[src/rtl/move_scheduler_if.sv]
`default_nettype none
// ============================================================================
// Module   : move_scheduler_if
// Brief    : Host/datapath bundle for the move scheduler: segment write
//            port, control inputs, issued-segment outputs and status.
//            MOVE_SCHED_PAUSE_EN adds the pause input.
// Revision : 1.0 - initial release
// ============================================================================
interface move_scheduler_if #(
  parameter int MOVE_BUFFER_BITS = 2,
  parameter int DUR_W            = 64,
  parameter int INC_W            = 64,
  parameter int DIV_W            = 24
);
  logic                      wr_valid;
  logic                      wr_ready;
  logic [DUR_W-1:0]          wr_duration;
  logic [INC_W-1:0]          wr_increment;
  logic [INC_W-1:0]          wr_incinc;
  logic                      wr_dir;
  logic [DIV_W-1:0]          clock_divisor;
  logic                      enable;
  logic                      abort;
`ifdef MOVE_SCHED_PAUSE_EN
  logic                      pause;
`endif
  logic                      seg_load;
  logic [INC_W-1:0]          seg_increment;
  logic [INC_W-1:0]          seg_incinc;
  logic                      seg_dir;
  logic                      tick;
  logic                      busy;
  logic [MOVE_BUFFER_BITS:0] level;
  logic [7:0]                moves_completed;

`ifdef MOVE_SCHED_PAUSE_EN
  modport master (
    output wr_valid, wr_duration, wr_increment, wr_incinc, wr_dir,
           clock_divisor, enable, abort, pause,
    input  wr_ready, seg_load, seg_increment, seg_incinc, seg_dir,
           tick, busy, level, moves_completed
  );
  modport slave (
    input  wr_valid, wr_duration, wr_increment, wr_incinc, wr_dir,
           clock_divisor, enable, abort, pause,
    output wr_ready, seg_load, seg_increment, seg_incinc, seg_dir,
           tick, busy, level, moves_completed
  );
`else
  modport master (
    output wr_valid, wr_duration, wr_increment, wr_incinc, wr_dir,
           clock_divisor, enable, abort,
    input  wr_ready, seg_load, seg_increment, seg_incinc, seg_dir,
           tick, busy, level, moves_completed
  );
  modport slave (
    input  wr_valid, wr_duration, wr_increment, wr_incinc, wr_dir,
           clock_divisor, enable, abort,
    output wr_ready, seg_load, seg_increment, seg_incinc, seg_dir,
           tick, busy, level, moves_completed
  );
`endif
endinterface
`default_nettype wire

[src/rtl/move_scheduler.sv]
`default_nettype none
// ============================================================================
// Module   : move_scheduler
// Brief    : Ring-buffered segment queue feeding the step datapath. Pops one
//            segment at a time, strobes seg_load for one cycle, then emits
//            divided tick strobes until the segment duration is used up.
//            Optional feature macro: MOVE_SCHED_PAUSE_EN (adds pause input).
// Revision : 1.0 - initial release
// ============================================================================
module move_scheduler #(
  parameter int MOVE_BUFFER_BITS = 2,
  parameter int DUR_W            = 64,
  parameter int INC_W            = 64,
  parameter int DIV_W            = 24
) (
  input  wire logic       CLK,
  input  wire logic       resetn,
  move_scheduler_if.slave bus
);

  localparam int               c_DEPTH   = 1 << MOVE_BUFFER_BITS;
  localparam int               c_PTR_W   = MOVE_BUFFER_BITS + 1;
  localparam logic [c_PTR_W-1:0] c_PTR_ONE = 1;
  localparam logic [DUR_W-1:0] c_DUR_ONE = 1;
  localparam logic [DIV_W-1:0] c_DIV_ONE = 1;

  typedef enum logic [1:0] {
    ST_IDLE = 2'd0,
    ST_LOAD = 2'd1,
    ST_RUN  = 2'd2
  } state_t;

  state_t               state_q, state_d;
  logic [c_PTR_W-1:0]   wr_ptr_q, wr_ptr_d;
  logic [c_PTR_W-1:0]   rd_ptr_q, rd_ptr_d;
  logic [DUR_W-1:0]     rem_q, rem_d;
  logic [DIV_W-1:0]     div_cnt_q, div_cnt_d;
  logic [INC_W-1:0]     seg_inc_q, seg_inc_d;
  logic [INC_W-1:0]     seg_incinc_q, seg_incinc_d;
  logic                 seg_dir_q, seg_dir_d;
  logic [7:0]           moves_q, moves_d;

  logic [DUR_W-1:0]     mem_dur_q    [c_DEPTH];
  logic [INC_W-1:0]     mem_inc_q    [c_DEPTH];
  logic [INC_W-1:0]     mem_incinc_q [c_DEPTH];
  logic                 mem_dir_q    [c_DEPTH];

  logic [MOVE_BUFFER_BITS-1:0] w_wr_idx, w_rd_idx;
  logic                 w_full, w_empty, w_push, w_tick, w_count_en;
  logic                 w_head_zero;
  logic [DIV_W-1:0]     w_div_m1;

  assign w_wr_idx    = wr_ptr_q[MOVE_BUFFER_BITS-1:0];
  assign w_rd_idx    = rd_ptr_q[MOVE_BUFFER_BITS-1:0];
  assign w_empty     = (wr_ptr_q == rd_ptr_q);
  assign w_full      = (wr_ptr_q[MOVE_BUFFER_BITS] != rd_ptr_q[MOVE_BUFFER_BITS]) &&
                       (w_wr_idx == w_rd_idx);
  assign w_head_zero = (mem_dur_q[w_rd_idx] == '0);
  // A zero divisor behaves as one tick per cycle.
  assign w_div_m1    = (bus.clock_divisor == '0) ? '0 : bus.clock_divisor - c_DIV_ONE;
  // Abort discards any write presented in the same cycle.
  assign w_push      = bus.wr_valid && !w_full && !bus.abort;

`ifdef MOVE_SCHED_PAUSE_EN
  assign w_count_en  = !bus.pause;
`else
  assign w_count_en  = 1'b1;
`endif

  // Next-state, pointer and segment bookkeeping; defaults hold every register.
  always_comb begin
    state_d      = state_q;
    wr_ptr_d     = wr_ptr_q;
    rd_ptr_d     = rd_ptr_q;
    rem_d        = rem_q;
    div_cnt_d    = div_cnt_q;
    seg_inc_d    = seg_inc_q;
    seg_incinc_d = seg_incinc_q;
    seg_dir_d    = seg_dir_q;
    moves_d      = moves_q;
    w_tick       = 1'b0;

    if (w_push) begin
      wr_ptr_d = wr_ptr_q + c_PTR_ONE;
    end

    if (bus.abort) begin
      // Flush: read pointer catches up with the (unchanged) write pointer.
      state_d  = ST_IDLE;
      rd_ptr_d = wr_ptr_q;
    end else begin
      case (state_q)
        ST_IDLE: begin
          if (bus.enable && !w_empty) begin
            rd_ptr_d = rd_ptr_q + c_PTR_ONE;
            if (w_head_zero) begin
              moves_d = moves_q + 8'd1;
            end else begin
              seg_inc_d    = mem_inc_q[w_rd_idx];
              seg_incinc_d = mem_incinc_q[w_rd_idx];
              seg_dir_d    = mem_dir_q[w_rd_idx];
              rem_d        = mem_dur_q[w_rd_idx];
              state_d      = ST_LOAD;
            end
          end
        end
        ST_LOAD: begin
          div_cnt_d = '0;
          state_d   = ST_RUN;
        end
        ST_RUN: begin
          if (w_count_en) begin
            // >= rather than == so a divisor lowered mid-run still fires.
            if (div_cnt_q >= w_div_m1) begin
              w_tick    = 1'b1;
              div_cnt_d = '0;
              rem_d     = rem_q - c_DUR_ONE;
              if (rem_q == c_DUR_ONE) begin
                moves_d = moves_q + 8'd1;
                // Chain straight into the next segment; a zero-length head
                // is left for IDLE to retire.
                if (bus.enable && !w_empty && !w_head_zero) begin
                  rd_ptr_d     = rd_ptr_q + c_PTR_ONE;
                  seg_inc_d    = mem_inc_q[w_rd_idx];
                  seg_incinc_d = mem_incinc_q[w_rd_idx];
                  seg_dir_d    = mem_dir_q[w_rd_idx];
                  rem_d        = mem_dur_q[w_rd_idx];
                  state_d      = ST_LOAD;
                end else begin
                  state_d = ST_IDLE;
                end
              end
            end else begin
              div_cnt_d = div_cnt_q + c_DIV_ONE;
            end
          end
        end
        default: state_d = ST_IDLE;
      endcase
    end
  end

  // State register and control/datapath registers with async active-low reset.
  always_ff @(posedge CLK or negedge resetn) begin
    if (!resetn) begin
      state_q      <= ST_IDLE;
      wr_ptr_q     <= '0;
      rd_ptr_q     <= '0;
      rem_q        <= '0;
      div_cnt_q    <= '0;
      seg_inc_q    <= '0;
      seg_incinc_q <= '0;
      seg_dir_q    <= 1'b0;
      moves_q      <= 8'd0;
    end else begin
      state_q      <= state_d;
      wr_ptr_q     <= wr_ptr_d;
      rd_ptr_q     <= rd_ptr_d;
      rem_q        <= rem_d;
      div_cnt_q    <= div_cnt_d;
      seg_inc_q    <= seg_inc_d;
      seg_incinc_q <= seg_incinc_d;
      seg_dir_q    <= seg_dir_d;
      moves_q      <= moves_d;
    end
  end

  // Queue storage; contents are qualified by the pointers so no reset needed.
  always_ff @(posedge CLK) begin
    if (w_push) begin
      mem_dur_q[w_wr_idx]    <= bus.wr_duration;
      mem_inc_q[w_wr_idx]    <= bus.wr_increment;
      mem_incinc_q[w_wr_idx] <= bus.wr_incinc;
      mem_dir_q[w_wr_idx]    <= bus.wr_dir;
    end
  end

  assign bus.wr_ready        = !w_full;
  assign bus.seg_load        = (state_q == ST_LOAD);
  assign bus.seg_increment   = seg_inc_q;
  assign bus.seg_incinc      = seg_incinc_q;
  assign bus.seg_dir         = seg_dir_q;
  assign bus.tick            = w_tick;
  assign bus.busy            = (state_q != ST_IDLE);
  assign bus.level           = wr_ptr_q - rd_ptr_q;
  assign bus.moves_completed = moves_q;

endmodule
`default_nettype wire

[src/flat_wrapper.sv]
// flat-port wrapper written by rule: the top's interface ports become plain ports
module move_scheduler_flat 
#(
  parameter int MOVE_BUFFER_BITS = 2,
  parameter int DUR_W            = 64,
  parameter int INC_W            = 64,
  parameter int DIV_W            = 24
)
  (CLK, resetn, bus_wr_valid, bus_wr_duration, bus_wr_increment, bus_wr_incinc, bus_wr_dir, bus_clock_divisor, bus_enable, bus_abort, bus_wr_ready, bus_seg_load, bus_seg_increment, bus_seg_incinc, bus_seg_dir, bus_tick, bus_busy, bus_level, bus_moves_completed);
  move_scheduler_if #(.MOVE_BUFFER_BITS(MOVE_BUFFER_BITS), .DUR_W(DUR_W), .INC_W(INC_W), .DIV_W(DIV_W)) bus_i ();
  input  wire logic CLK;
  input  wire logic resetn;
  input wire logic [$bits(bus_i.wr_valid)-1:0] bus_wr_valid;
  input wire logic [$bits(bus_i.wr_duration)-1:0] bus_wr_duration;
  input wire logic [$bits(bus_i.wr_increment)-1:0] bus_wr_increment;
  input wire logic [$bits(bus_i.wr_incinc)-1:0] bus_wr_incinc;
  input wire logic [$bits(bus_i.wr_dir)-1:0] bus_wr_dir;
  input wire logic [$bits(bus_i.clock_divisor)-1:0] bus_clock_divisor;
  input wire logic [$bits(bus_i.enable)-1:0] bus_enable;
  input wire logic [$bits(bus_i.abort)-1:0] bus_abort;
  output wire logic [$bits(bus_i.wr_ready)-1:0] bus_wr_ready;
  output wire logic [$bits(bus_i.seg_load)-1:0] bus_seg_load;
  output wire logic [$bits(bus_i.seg_increment)-1:0] bus_seg_increment;
  output wire logic [$bits(bus_i.seg_incinc)-1:0] bus_seg_incinc;
  output wire logic [$bits(bus_i.seg_dir)-1:0] bus_seg_dir;
  output wire logic [$bits(bus_i.tick)-1:0] bus_tick;
  output wire logic [$bits(bus_i.busy)-1:0] bus_busy;
  output wire logic [$bits(bus_i.level)-1:0] bus_level;
  output wire logic [$bits(bus_i.moves_completed)-1:0] bus_moves_completed;
  assign bus_i.wr_valid = bus_wr_valid;
  assign bus_i.wr_duration = bus_wr_duration;
  assign bus_i.wr_increment = bus_wr_increment;
  assign bus_i.wr_incinc = bus_wr_incinc;
  assign bus_i.wr_dir = bus_wr_dir;
  assign bus_i.clock_divisor = bus_clock_divisor;
  assign bus_i.enable = bus_enable;
  assign bus_i.abort = bus_abort;
  assign bus_wr_ready = bus_i.wr_ready;
  assign bus_seg_load = bus_i.seg_load;
  assign bus_seg_increment = bus_i.seg_increment;
  assign bus_seg_incinc = bus_i.seg_incinc;
  assign bus_seg_dir = bus_i.seg_dir;
  assign bus_tick = bus_i.tick;
  assign bus_busy = bus_i.busy;
  assign bus_level = bus_i.level;
  assign bus_moves_completed = bus_i.moves_completed;
  move_scheduler #(.MOVE_BUFFER_BITS(MOVE_BUFFER_BITS), .DUR_W(DUR_W), .INC_W(INC_W), .DIV_W(DIV_W)) u_core (.CLK(CLK), .resetn(resetn), .bus(bus_i));
endmodule
[config.mk]
export PLATFORM = sky130hd
export DESIGN_NAME = move_scheduler_flat
export DESIGN_NICKNAME = d
export VERILOG_FILES = /design/src/rtl/move_scheduler_if.sv /design/src/rtl/move_scheduler.sv /design/src/flat_wrapper.sv
export SDC_FILE = /design/constraint.sdc
export NUM_CORES = 1
export LEC_CHECK = 0
export CORE_UTILIZATION = 48
export CTS_CLUSTER_DIAMETER = 120
export DETAILED_ROUTE_END_ITERATION = 6
export PLACE_DENSITY = 0.68
export SLEW_MARGIN = 20
export SYNTH_ARGS = -nofsm -noshare
export SYNTH_HDL_FRONTEND = slang
export SYNTH_SLANG_ARGS = --single-unit
[constraint.sdc]
create_clock -name CLK -period 10.7 [get_ports CLK]
set_input_delay 1.605 -clock CLK [delete_from_list [all_inputs] [get_ports CLK]]
set_output_delay 1.605 -clock CLK [all_outputs]
set_load 0.02 [all_outputs]
==> results of run 1 <==
==> cell families after synthesis <==
logic type,count (synthesis),synth area share (%)
DFF,1005,72.31
buffers and inverters,133,1.550
muxes,328,14.87
xor gates and xnor gates,49,1.070
and+or+nand+nor,408,4.977
AOI/OAI and AO/OA,245,3.895
adders and majority gates,42,1.328
==> routing by layer <==
metal | GRT usage, % | share of wire, % | vias to the layer above
li1 | - | - | 9569
met1 | 27.67 | 40 | 11130
met2 | 35.17 | 49 | 690
met3 | 6.528 | 8.2 | 176
met4 | 5.536 | 2.2 | 28
met5 | 0 | 0.19 | -
==> cell usage after synthesis (3+ instances only) <==
cell       number  share of area, %
o21ai_0        59              0.74
or4_4           3             0.084
mux2i_1         5              0.12
nor2b_1         3             0.047
and3_1          9              0.14
a21oi_1        71              0.89
a211oi_1        5             0.094
o21a_1          4             0.075
xor2_1         28              0.61
o41ai_1         3             0.065
a21o_1          4             0.075
clkbuf_1       61              0.57
nand4_1        22              0.34
o21ai_1        16              0.20
nor3_1         38              0.47
a22oi_1         4             0.075
a31o_2          6              0.13
and2_1         11              0.17
or3_1          19              0.30
buf_1           5             0.047
xnor2_1        21              0.46
a211o_1         4             0.087
inv_1          28              0.26
o22a_1         17              0.37
buf_2          23              0.29
edfxtp_1      772                58
nand2_1        70              0.65
nor4_1         29              0.45
nand2b_1        6             0.094
buf_4           9              0.17
and4_1          4             0.087
o31ai_1         3             0.056
dfrtp_1       233                15
or4_1           8              0.15
mux4_2        193                11
mux2_4         28               1.0
or2_2           4             0.062
nand3_1        36              0.45
a31oi_1        15              0.23
a2bb2oi_1       8              0.17
a41oi_1         6              0.13
buf_6           5              0.14
nor2_1        138               1.3
ha_1           41               1.3
mux2_2        102               2.9
==> area by class of cell <==
cell class,instances,share of cell area [%]
sequential,1005,59.97
multi-input combinational,1072,21.74
timing repair buffer,389,8.069
clock buffer,125,5.639
tap,1070,2.766
clock inverter,66,1.600
inverter,28,0.2172
==> critical path: cells and delay by family <==
family | cells | cell delay (ns)
and+or+nand+nor | 6 | 2.29
buffers and inverters | 2 | 1.13
AOI/OAI and AO/OA | 4 | 0.89
adders and majority gates | 1 | 0.26
==> power breakdown <==
part | total, mW | internal (mW) | switching [mW]
clock network | 3.65 | 2.14 | 1.51
registers | 5.44 | 5.00 | 0.433
logic | 4.00 | 1.93 | 2.07
==> per-stage QoR <==
stage	util [%]	instances
2_1_floorplan	-	2210
3_3_place_gp	54.49	3564
3_5_place_dp	54.49	3564
4_1_cts	58.74	3755
5_1_grt	58.75	3755
6_report	58.75	3755
==> state kept, by name, summed over array words and instances (netlist names) <==
signal and cells:
u_core.bus.seg_dir 1, u_core.mem_inc_q 256, u_core.bus.moves_completed 8, u_core.state_q 2, u_core.div_cnt_q 24, u_core.bus.seg_incinc 64
u_core.rd_ptr_q 3, u_core.mem_dir_q 4, u_core.mem_dur_q 256, u_core.wr_ptr_q 3, u_core.mem_incinc_q 256, u_core.bus.seg_increment 64
u_core.rem_q 64
==> how the worst min path moves through the flow <==
| stage | start | to | slack, ns | depth (start not counted) |
|---|---|---|---|---|
| detailed placement | u_core.rem_q[58]$_DFFE_PN0P_ | u_core.rem_q[58]$_DFFE_PN0P_ | 0.47 | 1 |
| global placement | u_core.rem_q[58]$_DFFE_PN0P_ | u_core.rem_q[58]$_DFFE_PN0P_ | 0.46 | 1 |
| floorplan | u_core.rem_q[58]$_DFFE_PN0P_ | u_core.rem_q[58]$_DFFE_PN0P_ | 0.45 | 1 |
| CTS | u_core.rem_q[58]$_DFFE_PN0P_ | u_core.rem_q[58]$_DFFE_PN0P_ | 0.48 | 1 |
| global route | u_core.rem_q[58]$_DFFE_PN0P_ | u_core.rem_q[58]$_DFFE_PN0P_ | 0.51 | 1 |
| finish | u_core.rem_q[58]$_DFFE_PN0P_ | u_core.rem_q[58]$_DFFE_PN0P_ | 0.49 | 1 |
==> reports/results.ini, run 1 <==
[synth]
synthesis.area_mm2 = 0.04012
ys_seq_area_share_pct = 72.31
synth_warnings = 0
ys_seq_elements = 1005
async_reset_ff_share_pct = 23.18
ys_types = 69
synth.avg_cell_area_um2 = 18.15
synth_edf_count = 772
synth_nets = 2474
postSynthCellCount = 2210
ys.flop_type = edfxtp_1

[final_layout]
diodes = 0
multi_input_area_mm2 = 0.01052
fill_cells = 6064
nNetsFinal = 2861
final_common_cell = edfxtp_1
seqCellArea_mm2 = 0.02902
layout-drive-gt1-share_pct = 19.93
mostFrequentLayoutCells = 772 x edfxtp_1, 364 x clkdlybuf4s50_1, 231 x dfrtp_1, 193 x mux4_2, 137 x nor2_1
fin_area_mm2 = 0.04840
area_growth_pct = 20.62

[die]
rows = 105
die_x_um = 291.1
core_mm2 = 0.08237
die_area_mm2 = 0.08475
io_pins = 366
dieHeight_um = 291.1
start_util_pct = 48.71

[hold_path]
hold_path_class = reg -> reg

[place]
routabilityCongestion = 0.8618
portBuffers = 365
dp_hpwl_um = 54310
dpl_worst_slack_ns = 2.880
dpl_cell_area_mm2 = 0.04489

[global_route]
antenna_found_initial = 15
grt_pass1_wl_um = 137900
grt_overflow = 0
grt_max_degree = 118
track_usage_pct = 21.37
grt_pass1_vias = 22690

[timing]
worst_pin_slew_ns = 1.045
max_freq_mhz = 128.3
max_slew_margin_pct = 29.80
final_max_slew_viol_count = 0
hold-worst-slack_ns = 0.4881
finalCriticalPeriod_ns = 7.792
rsz0062_at_grt = false
finalSetupTns_ns = 0
fin_skew_ns = 0.04591
finalHoldViolations = 0
worst_slack_ns = 2.908
finalCritPeriodShare_pct = 72.82
setup_viol_count_final = 0

[routing]
ant_nets = 0
viasPerCell = 5.751
routed_wl_um = 89720
vias = 21600
drtIter0Drc = 1805
wl_per_cell_um = 23.89
drc_errors = 0
drt_first_pass_iters = 6

[clock_tree]
clk_pin_slew_ns = 0.06
clk_root_buffer_cell = clkbuf_16
cts-hold-fix-buffers = 0
clock_latency_ns = 0.68
clock_path_buffers = 3
cts_tree = done
cts.sinks = 1005
postCtsResizedCells = 0
htree_levels = 3
postCtsSetupBuffers = 0
cts_buffers = 101

[job]
drv_cap = 0

[pwr]
p_leak_nw = 16.66
max-vdd-ir-drop_v = 0.0002031
powerDensity_mw_per_mm2 = 270.4
total_power_mw = 13.09

[worst_setup_path]
critPathCapture = bus_tick
cpPeakStageDelay_ns = 0.69
crit_required_ns = 9.10
startpoint = bus_clock_divisor[7]
critPathSlowestCell = nand4_1
r2r_end = u_core.rem_q[58]$_DFFE_PN0P_
crit_chain = clkdlybuf4s50_1 -> or4_1 -> or2_1 -> nor3_1 -> nand4_1 -> and2_1 -> ha_1 -> nand2b_1 -> a21oi_1 -> o2111ai_1 -> a41oi_1 -> a211oi_1 -> clkdlybuf4s50_1
worst-setup-path-type = in -> out
timing.rr.start = u_core.rd_ptr_q[1]$_DFFE_PN0P_
reg2reg_depth = 11
worstSetupStartpointType = input port
crit_fanout = 24
critPathArrivalTime_ns = 6.19
setup.reg_to_reg.worst_slack_ns = 4.78
end_kind = output port
crit_path_frequent_cell = clkdlybuf4s50_1

[run_status]
outcome = complete, no violations

No activity file was read; power rests on OpenSTA's default activity.
==> inputs of run 2 (changes only) <==
clock period = 7.7 ns   (was 10.7 ns; I/O delays follow)
==> reports/results.ini, run 2 (synthesis results as in run 1) <==
[place]
dp_hpwl_um = 55350  ; +1.9%
portBuffers = 365  ; unchanged
routabilityCongestion = 0.8771  ; +1.8%
dpl_worst_slack_ns = 0.9496  ; -1.930 ns

[clock_tree]
clk_root_buffer_cell = clkbuf_16
htree_levels = 3  ; unchanged
clock_latency_ns = 0.67  ; about the same
cts.sinks = 1005  ; unchanged
cts_buffers = 103  ; +2.0%
postCtsSetupBuffers = 0  ; unchanged
postCtsResizedCells = 0  ; unchanged
clock_path_buffers = 3  ; unchanged
clk_pin_slew_ns = 0.06  ; about the same
cts_tree = done
cts-hold-fix-buffers = 0  ; unchanged

[routing]
viasPerCell = 5.742  ; -0.15%
ant_nets = 0  ; unchanged
drt_first_pass_iters = 7  ; +1
routed_wl_um = 90360  ; +0.71%
vias = 21650  ; +0.25%
drtIter0Drc = 1469  ; -19%
drc_errors = 0  ; unchanged
wl_per_cell_um = 23.97  ; +0.31%

[die]
rows = 105  ; unchanged
dieHeight_um = 291.1  ; unchanged
die_area_mm2 = 0.08475  ; unchanged
core_mm2 = 0.08237  ; unchanged
io_pins = 366  ; unchanged
die_x_um = 291.1  ; unchanged
start_util_pct = 48.71  ; unchanged

[pwr]
p_leak_nw = 16.75  ; +0.58%
switchingPower_mw = 5.609  ; +40%
powerDensity_mw_per_mm2 = 378.8  ; +40%
power.share.clock_pct = 28.4  ; +0.5 points
comb_power_share_pct = 30.3  ; -0.3 points
switching_share_pct = 30.46  ; -0.18 points
max-vdd-ir-drop_v = 0.0002459  ; +21%
power_frac_seq_pct = 41.3  ; -0.2 points
internal_power_mw = 12.80  ; +41%

[final_layout]
nNetsFinal = 2873  ; +0.42%
layout-drive-gt1-share_pct = 20.39  ; +0.47 points
reg_top3 = u_core.mem_dur_q (256), u_core.mem_inc_q (256), u_core.mem_incinc_q (256)
fill_cells = 6026  ; -0.63%
mostFrequentLayoutCells = 772 x edfxtp_1, 364 x clkdlybuf4s50_1, 231 x dfrtp_1, 193 x mux4_2, 137 x nor2_1
final_common_cell = edfxtp_1
area_growth_pct = 21.15

[timing]
finalSetupTns_ns = 0  ; unchanged
max_slew_margin_pct = 32.21  ; +2.4 points
fin_skew_ns = 0.03065  ; -0.01526 ns
finalHoldViolations = 0  ; unchanged
setup_viol_count_final = 0  ; unchanged
finalCriticalPeriod_ns = 6.784
final_max_slew_viol_count = 0  ; unchanged
max_freq_mhz = 147.4
finalCritPeriodShare_pct = 88.10
worst_slack_ns = 0.9163  ; -1.992 ns
rsz0062_at_grt = false
worst_pin_slew_ns = 1.017  ; -0.02817 ns

[hold_path]
hold_path_class = reg -> reg

[worst_setup_path]
crit_required_ns = 6.55  ; -2.55 ns
worstSetupStartpointType = input port
crit_chain = clkdlybuf4s50_1 -> or4_1 -> or2_1 -> nor3_1 -> nand2_1 -> nor3_1 -> xor2_1 -> nand2_1 -> ha_1 -> nand4_1 -> o21bai_1 -> a211o_1 -> a41oi_1 -> a211oi_1 -> clkdlybuf4s50_1
critPathArrivalTime_ns = 5.63  ; -0.56 ns
crit_fanout = 6  ; -75%
cpPeakStageDelay_ns = 0.61  ; -0.08 ns
end_kind = output port
critPathSlowestCell = clkdlybuf4s50_1
worst-setup-path-type = in -> out

[job]
drv_cap = 0  ; unchanged

[global_route]
track_usage_pct = 21.51  ; +0.14 points
grt_overflow = 0  ; unchanged
grt_pass1_wl_um = 138800  ; +0.63%
antenna_found_initial = 18  ; +3
grt_pass1_vias = 22660  ; -0.13%
grt_max_degree = 140  ; +19%

[run_status]
outcome = complete, no violations

==> run 2: changes by cell type in the layout (fill, tap and decap cells not counted), moves of 2 or more <==
cell / before / now
bufinv_16: 13 / 17
clkinv_4: 3 / 5
clkinv_1: 19 / 8
clkinv_16: 3 / 0
clkbuf_1: 14 / 22
clkinvlp_4: 6 / 9
diode_2: 0 / 3
buf_4: 18 / 26
clkinv_2: 17 / 14
inv_16: 2 / 4
buf_12: 5 / 8
==> run 2: worst paths after layout <==
check                      slack, ns                                         to  cells after the start                                       from
max                             0.92                                   bus_tick                     15                       bus_clock_divisor[7]
min reg2reg                     0.47  u_core.bus.moves_completed[7]$_DFFE_PN0P_                      1  u_core.bus.moves_completed[7]$_DFFE_PN0P_
min                             0.47  u_core.bus.moves_completed[7]$_DFFE_PN0P_                      1  u_core.bus.moves_completed[7]$_DFFE_PN0P_
max reg2reg                     2.17               u_core.rem_q[48]$_DFFE_PN0P_                      9             u_core.rd_ptr_q[0]$_DFFE_PN0P_
max in group asynchronous       5.57    u_core.bus.seg_increment[3]$_DFFE_PN0P_                      2                                     resetn
min in group asynchronous       0.54           u_core.div_cnt_q[17]$_DFFE_PN0P_                      1                                     resetn
==> run 2: layer usage <==
layer | vias to the layer above | share of wire, % | GRT usage [%] | wire (um)
met2 | 699 | 48 | 34.57 | 43640
met4 | 32 | 1.8 | 5.343 | 1589
li1 | 9587 | - | - | -
met5 | - | 0.24 | 0 | 218
met1 | 11190 | 41 | 28.36 | 36940
met3 | 141 | 8.8 | 7.086 | 7968
==> run 2: cell type report <==
class	count	area, um2	area share [%]
flip-flops and latches	1005	29020	59.70
well taps	1070	1339	2.754
clock inverters	60	828.3	1.704
diodes	3	7.507	0.01544
clock buffers	133	2770	5.699
multi-input cells	1072	10520	21.65
repair buffers	399	4014	8.258
inverters	28	105.1	0.2162
==> run 2: critical path: cells and delay by family <==
family	cells	cell delay, ns
AND/OR/NAND/NOR	7	1.91
buffers and inverters	2	1.08
AO/OA/AOI/OAI	4	1.00
adder cells (fa/ha/maj)	1	0.29
XOR/XNOR	1	0.17
==> run 2: metrics by stage <==
| step | util, % | hold slack [ns] | std cells | power (mW) | cell area (um2) |
|---|---|---|---|---|---|
| after floorplan | - | 0.4520 | 2210 | 11.15 | 40130 |
| after global placement | 54.63 | 0.4621 | 3574 | 13.19 | 45000 |
| after detailed placement | 54.63 | 0.4629 | 3574 | 13.34 | 45000 |
| after CTS | 59.00 | 0.4747 | 3767 | 18.62 | 48600 |
| after global routing | 59.00 | 0.5057 | 3768 | 19.24 | 48600 |
| final | 59.01 | 0.4731 | 3770 | 18.41 | 48610 |
==> run 2: power groups by stage <==
stage | Clock, mW | Combinational (mW) | Sequential, mW
floorplan | 0 | 3.24 | 7.91
global placement | 0 | 5.54 | 7.65
detailed placement | 0 | 5.64 | 7.70
CTS | 5.34 | 5.66 | 7.61
global route | 5.55 | 5.97 | 7.72
finish | 5.23 | 5.57 | 7.61
